**src/rtl/hazard_stall_unit_if.sv**
```systemverilog
`default_nettype none
// ============================================================================
//  Module      : hazard_stall_unit_if
//  Description : Bundle between the ID-stage pipeline control and the hazard
//                stall unit. The pipeline side (master) drives the ID/EX/MEM
//                register fields. The unit (slave) returns the write enables,
//                the bubble and flush controls, and the performance and error
//                status.
//  Signals     : IFID_opcode/Rs/Rt       - instruction currently in ID
//                IDEX_MemRead/RegWrite/WriteReg - instruction in EX
//                EXMEM_MemRead/WriteReg  - instruction in MEM
//                branch_taken            - ID comparator result
//                PCWrite, IFIDWrite, IDEX_bubble, IFID_flush - pipeline controls
//                stall_cnt, flush_cnt    - saturating event counters
//                stall_err               - sticky runaway-stall flag
//  Revision    : 1.0 - initial release
// ============================================================================
interface hazard_stall_unit_if #(
    parameter int CNT_W = 16
);
    logic [5:0]       IFID_opcode;
    logic [4:0]       IFID_RegisterRs;
    logic [4:0]       IFID_RegisterRt;
    logic             IDEX_MemRead;
    logic             IDEX_RegWrite;
    logic [4:0]       IDEX_WriteReg;
    logic             EXMEM_MemRead;
    logic [4:0]       EXMEM_WriteReg;
    logic             branch_taken;
    logic             PCWrite;
    logic             IFIDWrite;
    logic             IDEX_bubble;
    logic             IFID_flush;
    logic [CNT_W-1:0] stall_cnt;
    logic [CNT_W-1:0] flush_cnt;
    logic             stall_err;

    modport master (
        output IFID_opcode, IFID_RegisterRs, IFID_RegisterRt,
               IDEX_MemRead, IDEX_RegWrite, IDEX_WriteReg,
               EXMEM_MemRead, EXMEM_WriteReg, branch_taken,
        input  PCWrite, IFIDWrite, IDEX_bubble, IFID_flush,
               stall_cnt, flush_cnt, stall_err
    );

    modport slave (
        input  IFID_opcode, IFID_RegisterRs, IFID_RegisterRt,
               IDEX_MemRead, IDEX_RegWrite, IDEX_WriteReg,
               EXMEM_MemRead, EXMEM_WriteReg, branch_taken,
        output PCWrite, IFIDWrite, IDEX_bubble, IFID_flush,
               stall_cnt, flush_cnt, stall_err
    );
endinterface
`default_nettype wire

```
**src/rtl/hazard_stall_unit.sv**
```systemverilog
`default_nettype none
// ============================================================================
//  Module      : hazard_stall_unit
//  Description : ID-stage stall/flush generator. Detects load-use hazards and
//                branch-operand hazards that forwarding cannot resolve, and
//                drives PC/IF-ID write enables, the ID/EX bubble and the IF/ID
//                flush in the same cycle (Mealy). Tracks stall runs with a
//                RUN/STALL FSM, counts stalls and flushes (saturating), and
//                raises a sticky error when a run exceeds MAX_STALL cycles.
//  Ports       : clock - rising-edge clock
//                reset - asynchronous active-low reset
//                hz    - hazard_stall_unit_if slave modport (see interface)
//  Revision    : 1.0 - initial release
// ============================================================================
module hazard_stall_unit #(
    parameter int CNT_W     = 16,
    parameter int MAX_STALL = 2
) (
    input  wire logic         clock,
    input  wire logic         reset,
    hazard_stall_unit_if.slave hz
);

    localparam logic [5:0] OP_R_FORMAT = 6'd0;
    localparam logic [5:0] OP_BEQ      = 6'd4;
    localparam logic [5:0] OP_BNE      = 6'd5;
    localparam logic [5:0] OP_ADDI     = 6'd8;
    localparam logic [5:0] OP_LW       = 6'd35;
    localparam logic [5:0] OP_SW       = 6'd43;

    localparam logic [2:0] RUN_MAX   = 3'd7;
    localparam logic [2:0] STALL_LIM = 3'(MAX_STALL);

    typedef enum logic [0:0] {
        RUN   = 1'b0,
        STALL = 1'b1
    } state_t;

    state_t           state, state_next;
    logic [2:0]       run_cnt, run_next;
    logic [CNT_W-1:0] stall_cnt_q;
    logic [CNT_W-1:0] flush_cnt_q;
    logic             stall_err_q;

    logic             uses_rs, uses_rt, is_br;
    logic             lu, bex, bmem, stall, flush;

    // Operand usage by opcode; unknown opcodes read nothing and never stall.
    always_comb begin
        uses_rs = 1'b0;
        uses_rt = 1'b0;
        is_br   = 1'b0;
        unique case (hz.IFID_opcode)
            OP_R_FORMAT, OP_SW: begin uses_rs = 1'b1; uses_rt = 1'b1; end
            OP_BEQ, OP_BNE: begin
                uses_rs = 1'b1;
                uses_rt = 1'b1;
                is_br   = 1'b1;
            end
            OP_ADDI, OP_LW: uses_rs = 1'b1;
            default: ;
        endcase
    end

    function automatic logic reg_match(input logic [4:0] r, input logic urs,
                                       input logic urt, input logic [4:0] rs,
                                       input logic [4:0] rt);
        return (r != 5'd0) && ((urs && (r == rs)) || (urt && (r == rt)));
    endfunction

    always_comb begin
        lu    = hz.IDEX_MemRead &&
                reg_match(hz.IDEX_WriteReg, uses_rs, uses_rt,
                          hz.IFID_RegisterRs, hz.IFID_RegisterRt);
        // A branch resolved in ID also needs an ALU result still in EX.
        bex   = is_br && hz.IDEX_RegWrite &&
                reg_match(hz.IDEX_WriteReg, uses_rs, uses_rt,
                          hz.IFID_RegisterRs, hz.IFID_RegisterRt);
        // A load in MEM has no data yet for a branch comparing in ID.
        bmem  = is_br && hz.EXMEM_MemRead &&
                reg_match(hz.EXMEM_WriteReg, uses_rs, uses_rt,
                          hz.IFID_RegisterRs, hz.IFID_RegisterRt);
        stall = lu | bex | bmem;
        // A stalling branch holds its flush until the stall clears.
        flush = hz.branch_taken && !stall;
    end

    // Pipeline controls; reset forces a frozen front end with a bubble.
    always_comb begin
        hz.PCWrite     = 1'b0;
        hz.IFIDWrite   = 1'b0;
        hz.IDEX_bubble = 1'b1;
        hz.IFID_flush  = 1'b0;
        if (reset) begin
            hz.PCWrite     = !stall;
            hz.IFIDWrite   = !stall;
            hz.IDEX_bubble = stall;
            hz.IFID_flush  = flush;
        end
    end

    // Next-state and run-length logic.
    always_comb begin
        state_next = state;
        run_next   = 3'd0;
        unique case (state)
            RUN:     state_next = stall ? STALL : RUN;
            STALL:   state_next = stall ? STALL : RUN;
            default: state_next = RUN;
        endcase
        if (stall) begin
            run_next = (run_cnt == RUN_MAX) ? RUN_MAX : run_cnt + 3'd1;
        end
    end

    always_ff @(posedge clock or negedge reset) begin
        if (!reset) begin
            state   <= RUN;
            run_cnt <= 3'd0;
        end else begin
            state   <= state_next;
            run_cnt <= run_next;
        end
    end

    always_ff @(posedge clock or negedge reset) begin
        if (!reset) begin
            stall_cnt_q <= '0;
            flush_cnt_q <= '0;
            stall_err_q <= 1'b0;
        end else begin
            if (stall && (stall_cnt_q != '1)) begin
                stall_cnt_q <= stall_cnt_q + 1'b1;
            end
            if (flush && (flush_cnt_q != '1)) begin
                flush_cnt_q <= flush_cnt_q + 1'b1;
            end
            // run_cnt already counts MAX_STALL stalled edges; one more is too long.
            if (stall && (run_cnt == STALL_LIM)) begin
                stall_err_q <= 1'b1;
            end
        end
    end

    assign hz.stall_cnt = stall_cnt_q;
    assign hz.flush_cnt = flush_cnt_q;
    assign hz.stall_err = stall_err_q;

endmodule
`default_nettype wire

```
**src/flat_wrapper.sv**
```systemverilog
// flat-port wrapper written by rule: the top's interface ports become plain ports
module hazard_stall_unit_flat 
#(
    parameter int CNT_W     = 16,
    parameter int MAX_STALL = 2
)
  (clock, reset, hz_IFID_opcode, hz_IFID_RegisterRs, hz_IFID_RegisterRt, hz_IDEX_MemRead, hz_IDEX_RegWrite, hz_IDEX_WriteReg, hz_EXMEM_MemRead, hz_EXMEM_WriteReg, hz_branch_taken, hz_PCWrite, hz_IFIDWrite, hz_IDEX_bubble, hz_IFID_flush, hz_stall_cnt, hz_flush_cnt, hz_stall_err);
  hazard_stall_unit_if #(.CNT_W(CNT_W)) hz_i ();
  input  wire logic clock;
  input  wire logic reset;
  input wire logic [$bits(hz_i.IFID_opcode)-1:0] hz_IFID_opcode;
  input wire logic [$bits(hz_i.IFID_RegisterRs)-1:0] hz_IFID_RegisterRs;
  input wire logic [$bits(hz_i.IFID_RegisterRt)-1:0] hz_IFID_RegisterRt;
  input wire logic [$bits(hz_i.IDEX_MemRead)-1:0] hz_IDEX_MemRead;
  input wire logic [$bits(hz_i.IDEX_RegWrite)-1:0] hz_IDEX_RegWrite;
  input wire logic [$bits(hz_i.IDEX_WriteReg)-1:0] hz_IDEX_WriteReg;
  input wire logic [$bits(hz_i.EXMEM_MemRead)-1:0] hz_EXMEM_MemRead;
  input wire logic [$bits(hz_i.EXMEM_WriteReg)-1:0] hz_EXMEM_WriteReg;
  input wire logic [$bits(hz_i.branch_taken)-1:0] hz_branch_taken;
  output wire logic [$bits(hz_i.PCWrite)-1:0] hz_PCWrite;
  output wire logic [$bits(hz_i.IFIDWrite)-1:0] hz_IFIDWrite;
  output wire logic [$bits(hz_i.IDEX_bubble)-1:0] hz_IDEX_bubble;
  output wire logic [$bits(hz_i.IFID_flush)-1:0] hz_IFID_flush;
  output wire logic [$bits(hz_i.stall_cnt)-1:0] hz_stall_cnt;
  output wire logic [$bits(hz_i.flush_cnt)-1:0] hz_flush_cnt;
  output wire logic [$bits(hz_i.stall_err)-1:0] hz_stall_err;
  assign hz_i.IFID_opcode = hz_IFID_opcode;
  assign hz_i.IFID_RegisterRs = hz_IFID_RegisterRs;
  assign hz_i.IFID_RegisterRt = hz_IFID_RegisterRt;
  assign hz_i.IDEX_MemRead = hz_IDEX_MemRead;
  assign hz_i.IDEX_RegWrite = hz_IDEX_RegWrite;
  assign hz_i.IDEX_WriteReg = hz_IDEX_WriteReg;
  assign hz_i.EXMEM_MemRead = hz_EXMEM_MemRead;
  assign hz_i.EXMEM_WriteReg = hz_EXMEM_WriteReg;
  assign hz_i.branch_taken = hz_branch_taken;
  assign hz_PCWrite = hz_i.PCWrite;
  assign hz_IFIDWrite = hz_i.IFIDWrite;
  assign hz_IDEX_bubble = hz_i.IDEX_bubble;
  assign hz_IFID_flush = hz_i.IFID_flush;
  assign hz_stall_cnt = hz_i.stall_cnt;
  assign hz_flush_cnt = hz_i.flush_cnt;
  assign hz_stall_err = hz_i.stall_err;
  hazard_stall_unit #(.CNT_W(CNT_W), .MAX_STALL(MAX_STALL)) u_core (.clock(clock), .reset(reset), .hz(hz_i));
endmodule
```
**config.mk**
```make
export PLATFORM = sky130hd
export DESIGN_NAME = hazard_stall_unit_flat
export DESIGN_NICKNAME = d
export VERILOG_FILES = /design/src/rtl/hazard_stall_unit_if.sv /design/src/rtl/hazard_stall_unit.sv /design/src/flat_wrapper.sv
export SDC_FILE = /design/constraint.sdc
export NUM_CORES = 1
export LEC_CHECK = 0
export ABC_AREA = 0
export CAP_MARGIN = 20
export CELL_PAD_IN_SITES_DETAIL_PLACEMENT = 1
export CELL_PAD_IN_SITES_GLOBAL_PLACEMENT = 1
export CORE_UTILIZATION = 30
export DETAILED_ROUTE_END_ITERATION = 6
export PLACE_DENSITY_LB_ADDON = 0.1
export SETUP_SLACK_MARGIN = 0.02
export SLEW_MARGIN = 0
export SYNTH_ARGS = -nofsm -noshare
export SYNTH_HDL_FRONTEND = slang
export SYNTH_SLANG_ARGS = --single-unit
```
**constraint.sdc**
```tcl
create_clock -name clock -period 2.5 [get_ports clock]
set_input_delay 0.25 -clock clock [delete_from_list [all_inputs] [get_ports clock]]
set_output_delay 0.25 -clock clock [all_outputs]
set_load 0.1 [all_outputs]
```
-- After elaboration in Yosys (flattened, before gate mapping)
Cells that the tools add are included.
- bits in registers: 36
- input bits: 32
- output and inout bits: 37
- word-level logic and storage cells: 54
- add/subtract/negate cells: 3
- equality and inequality tests: 13
- multiplexer cells: 8
- bitwise operators: 2
- reductions and logical operators: 24
- operators with widths (kind ; number):
    adder 16 x 1 -> 16 bit (second input constant) ; 2
    inequality test 16 bit (second input constant) ; 2
    == test 5 bit ; 4
    logical AND 1 bit ; 15
    == test 6 x 3 -> 1 bit (second input constant) ; 2
    == test 6 bit (second input constant) ; 2
    nonzero test 5 bit ; 2
    == test 6 x 4 -> 1 bit (second input constant) ; 1
    logical NOT 6 bit ; 1
    2-to-1 mux 1 bit ; 6
    2-to-1 mux 3 bit ; 2
    OR reduction 6 bit ; 1
    OR reduction 4 bit ; 1
    adder 3 x 1 -> 3 bit (second input constant) ; 1
    == test 3 x 2 -> 1 bit (second input constant) ; 1
    == test 3 bit (second input constant) ; 1
    logical OR 1 bit ; 2
    OR 1 bit ; 2
    OR reduction 2 bit ; 1
    logical NOT 1 bit ; 1

-- Longest topological paths before layout
Gate-level depths: netlist (run 1).
- depth in word-level cells: 12
- depth in mapped cells: 8
- gate-level depth less buffers: 7

-- Worst setup path before layout (run 1)
OpenSTA, ideal clock, no wires.
- path type: input to output
- start point: input port hz_IFID_opcode[1]
- end point: output port hz_PCWrite
- arrival time: 2.776 ns
- required time: 2.250 ns
- setup slack: -0.526 ns
- cell stages on the path: 8
- path buffers: 2
- path through: nor3_1 -> a22oi_1 -> or4_1 -> a2111oi_4 -> buf_4 -> nor2_1 -> and2_1 -> buf_4
- word-level cells in the longest chain between the ends: 11
- elaborated cells on any way between the ends: 29
- classes of those cells: eq/ne: 5; mux: 4; bitwise: 2; reduce/logical: 18
- ends and longest elaborated chain (what ; line ; text):
    start: declaration ; flat_wrapper.sv:11 ; input wire logic [$bits(hz_i.IFID_opcode)-1:0] hz_IFID_opcode;
    == test 6 x 4 -> 1 bit, or another cell as far along ; hazard_stall_unit.sv:53 ; unique case (hz.IFID_opcode)
    OR reduction 6 bit (no source line) / OR reduction 4 bit (equally long branches) ; -- ;
    2-to-1 mux 1 bit ; hazard_stall_unit.sv:53 ;
    logical AND 1 bit ; hazard_stall_unit.sv:68 ; return (r != 5'd0) && ((urs && (r == rs)) || (urt && (r == rt)));
    logical OR 1 bit ; hazard_stall_unit.sv:68 ;
    logical AND 1 bit ; hazard_stall_unit.sv:68 ;
    logical AND 1 bit, on equally long branches ; hazard_stall_unit.sv:72, hazard_stall_unit.sv:76 ;
    OR 1 bit ; hazard_stall_unit.sv:83 ; stall = lu | bex | bmem;
    OR 1 bit * ; hazard_stall_unit.sv:83 ;
    logical NOT 1 bit * ; -- ;
    2-to-1 mux 1 bit * ; -- ;
    end: declaration ; flat_wrapper.sv:20 ; output wire logic [$bits(hz_i.PCWrite)-1:0] hz_PCWrite;
Every way passes the cells marked *; elsewhere a longest branch is shown, timed or not.

-- Worst setup path in the final report (run 1)
- start point: input port hz_IFID_opcode[2]
- end point: output port hz_PCWrite
- word-level cells in the longest chain between the ends: 11
- elaborated cells on any way between the ends: 29
- classes of those cells: eq/ne: 5; mux: 4; bitwise: 2; reduce/logical: 18
- ends and longest elaborated chain (what ; line ; text):
    == test 6 x 4 -> 1 bit, or another cell as far along ; hazard_stall_unit.sv:53 ;
    OR reduction 6 bit (no source line) / OR reduction 4 bit (equally long branches) ; -- ;
    2-to-1 mux 1 bit ; hazard_stall_unit.sv:53 ;
    logical AND 1 bit ; hazard_stall_unit.sv:68 ;
    logical OR 1 bit ; hazard_stall_unit.sv:68 ;
    logical AND 1 bit ; hazard_stall_unit.sv:68 ;
    logical AND 1 bit, on equally long branches ; hazard_stall_unit.sv:72, hazard_stall_unit.sv:76 ;
    OR 1 bit ; hazard_stall_unit.sv:83 ;
    OR 1 bit * ; hazard_stall_unit.sv:83 ;
    logical NOT 1 bit * ; hazard_stall_unit.sv:95 ; hz.PCWrite = !stall;
    2-to-1 mux 1 bit * ; hazard_stall_unit.sv:94 ; if (reset) begin
Marked as above.

==> metrics.txt, run 1 <==
Clk Latency, worst-skew pair 290 ps; CTS tree built; vias per inst 4.798; Crit path required time 2250 ps; PD cells 606.1 nW/um2; grt met1 use 23.02%; Initial DRC Count 63; Die H 86.53 um; FF+latch count, synth 36; skew final 5.457 ps; Rows 30; worst slew pin tran 463.6 ps; Post-synth EDFFs 0; RSZ-0062 raised after global routing yes; FILL cells 802; GRT Total Usage 16.93%; Slew HR 69.02%; Detail Placement HPWL 4552 um; Seq/Total Area, Yosys 42.03%; GR met3 Demand/Resource 3.143%; Remaining Overflow, GRT 0; H-tree Lvls 2; remaining antenna violation count after routing 0; CP endpoint kind output pin; Hold Vio Cnt, Final 0; FF-to-FF Start u_core.hz.flush_cnt[0]; pre-CTS setup slack -457.4 ps; M2 GR Usage 27.63%; worst-path fanout max 4; chip width 86.53 um; PortBufs 68; Remaining DRCs 0; CTS sink cnt 36; area share of the largest cell type after synthesis 42.03%; Setup-failing EPs final 0; Layout area overhead 52.60%; crit path kind primary input to output pin; Fin Hold WS 426.5 ps; busiest layer in global routing met2; Syn Nets 249; Detailed Routing Iterations Pass 1 4; number of global-route vias before repair 2,033; Post-Syn Area per Cell 10.06 um2; Critical Path End hz_PCWrite; CTS clk-pin slew, worst paths 70 ps; prevailing post-synth register cell dfrtp_1; Routed WL 5883 um; startpoint types primary input; first-pass GRT wire length 9922 um; largest net degree at the start of global routing 26; total power 1.982 mW; R2R Path End u_core.hz.flush_cnt[9]; Die ar. 7487 um2; R2R setup slack 330 ps; layout cells sized above 1 34.92%; R2R cell count 7; total clock buffers created by CTS 5; setup slack after layout 70.90 ps; count leader, synth dfrtp_1; synth cell count leaders 36 x dfrtp_1, 25 x xnor2_1, 24 x xor2_1; Synth area leader dfrtp_1; run status finished clean; Mapped Area 2143 um2; nets@finish 350; max_cap viols 0; initial antenna violation count 0; Distinct cells, synth 32; period utilization 97.16%; root buffer cell clkbuf_8; CORE AREA 6832 um2; Final Max Slew Viols 0; Starting Density 31.37%; asr flop ratio synth 100.0%; YS warnings 0; IO Pins 69; Antenna Cells 0; Synth area leaders dfrtp_1 42%, xnor2_1 10%, xor2_1 9.8%; Final GP Congestion 0.7409; Vias 1,972; CP arrival 2180 ps; Final Critical Period 2429 ps; routed wire length per instance 14.31 um; Lkg Pwr 1.480 nW; maximum VDD drop 0.7771 mV; Synth Instances 213; worst hold path type primary input to async pin; CP Launch Point hz_IFID_opcode[2]; f_max 0.4117 GHz; Max clock buf depth 2
-- power by group --
group          internal (mW)  switching [mW]  leakage (nW)
Combinational          0.229           0.604         0.981
Clock                  0.196           0.209        0.0422
Sequential             0.652          0.0919         0.457
Total                   1.08           0.905          1.48
-- state kept, by name, summed over array words and instances (netlist names) --
name and count:
u_core.run_cnt 3, u_core.hz.stall_err 1, u_core.hz.flush_cnt 16, u_core.hz.stall_cnt 16
-- cells by family after synthesis --
logic type / Yosys count / synth area share, %
flip-flops: 36 / 42.03
multiplexers: 2 / 1.051
buffers and inverters: 11 / 2.627
adder cells (fa/ha/maj): 4 / 2.335
AO/OA/AOI/OAI: 28 / 10.10
AND/OR/NAND/NOR: 83 / 21.83
XOR/XNOR: 49 / 20.02
-- area by class of cell --
cell class	count	area, um2	area share, %
multi-input cells	166	1246	38.10
flip-flops and latches	36	920.9	28.16
clock inverters	1	5.005	0.1530
clock buffers	7	76.32	2.334
inverters	3	11.26	0.3443
well taps	96	120.1	3.673
repair buffers	102	890.9	27.24
-- worst max-delay path, stage by stage --
cell,delay [ps]
buf_2,120
and4b_1,280
a22oi_2,90
or4_4,530
a2111oi_4,470
nor2_4,100
and2_4,170
buf_12,160
-- how the worst min path moves through the flow --
stage               startpoint                     end  cells after the start
floorplan                reset  u_core.hz.flush_cnt[0]                      0
global placement         reset     u_core.hz.stall_err                      1
detailed placement       reset       u_core.run_cnt[2]                      1
CTS                      reset  u_core.hz.flush_cnt[8]                      2
global route             reset  u_core.hz.flush_cnt[8]                      2
finish                   reset     u_core.hz.stall_err                      2
-- routing by layer --
layer  vias up  part of all wire, %
li1        983                    -
met1       935                   48
met2        47                   47
met3         7                  3.7
met4         0                  1.1
met5         -                    0
-- through the flow --
stage          instances  utilization (%)  area (um2)  setup TNS (ps)
2_1_floorplan        213                -        2193          -37.98
3_3_place_gp         395            45.38        3100          -10270
3_5_place_dp         395            45.38        3100          -12570
4_1_cts              410            47.58        3251               0
5_1_grt              411            47.88        3271          -34.68
6_report             411            47.88        3271               0
-- placed cells by master (no fill, tap or decap), types with 4 or more instances in the layout --
cell type,count
nor2_1,6
clkdlybuf4s50_1,15
nand2_1,13
ha_1,4
o2111ai_1,4
buf_4,64
nor4_1,7
dlygate4sd2_1,6
xnor2_1,25
nor3_1,9
a21oi_1,4
and3_1,5
nand4_1,6
dfrtp_1,20
or4_1,7
nand3_1,9
o211ai_1,9
clkbuf_8,5
xor2_1,24
dfrtp_2,16
and4_1,4
buf_12,5
-- timing repair --
item | CTS | global route
endpoints found under the setup margin | 30 | 8
resized for setup | 26 | 12
buffers inserted | 6 | 1
pin swaps | 8 | 9
hold endpoints to repair | 11 | 0
hold buffers | 1 | 0
No activity file was read; power rests on OpenSTA's default activity.
==> run 2: changes to the inputs <==
- CTS_CLUSTER_SIZE: not set -> 20
==> results of run 2 <==
Final layout, timing and power as in run 1 (identical DEF).
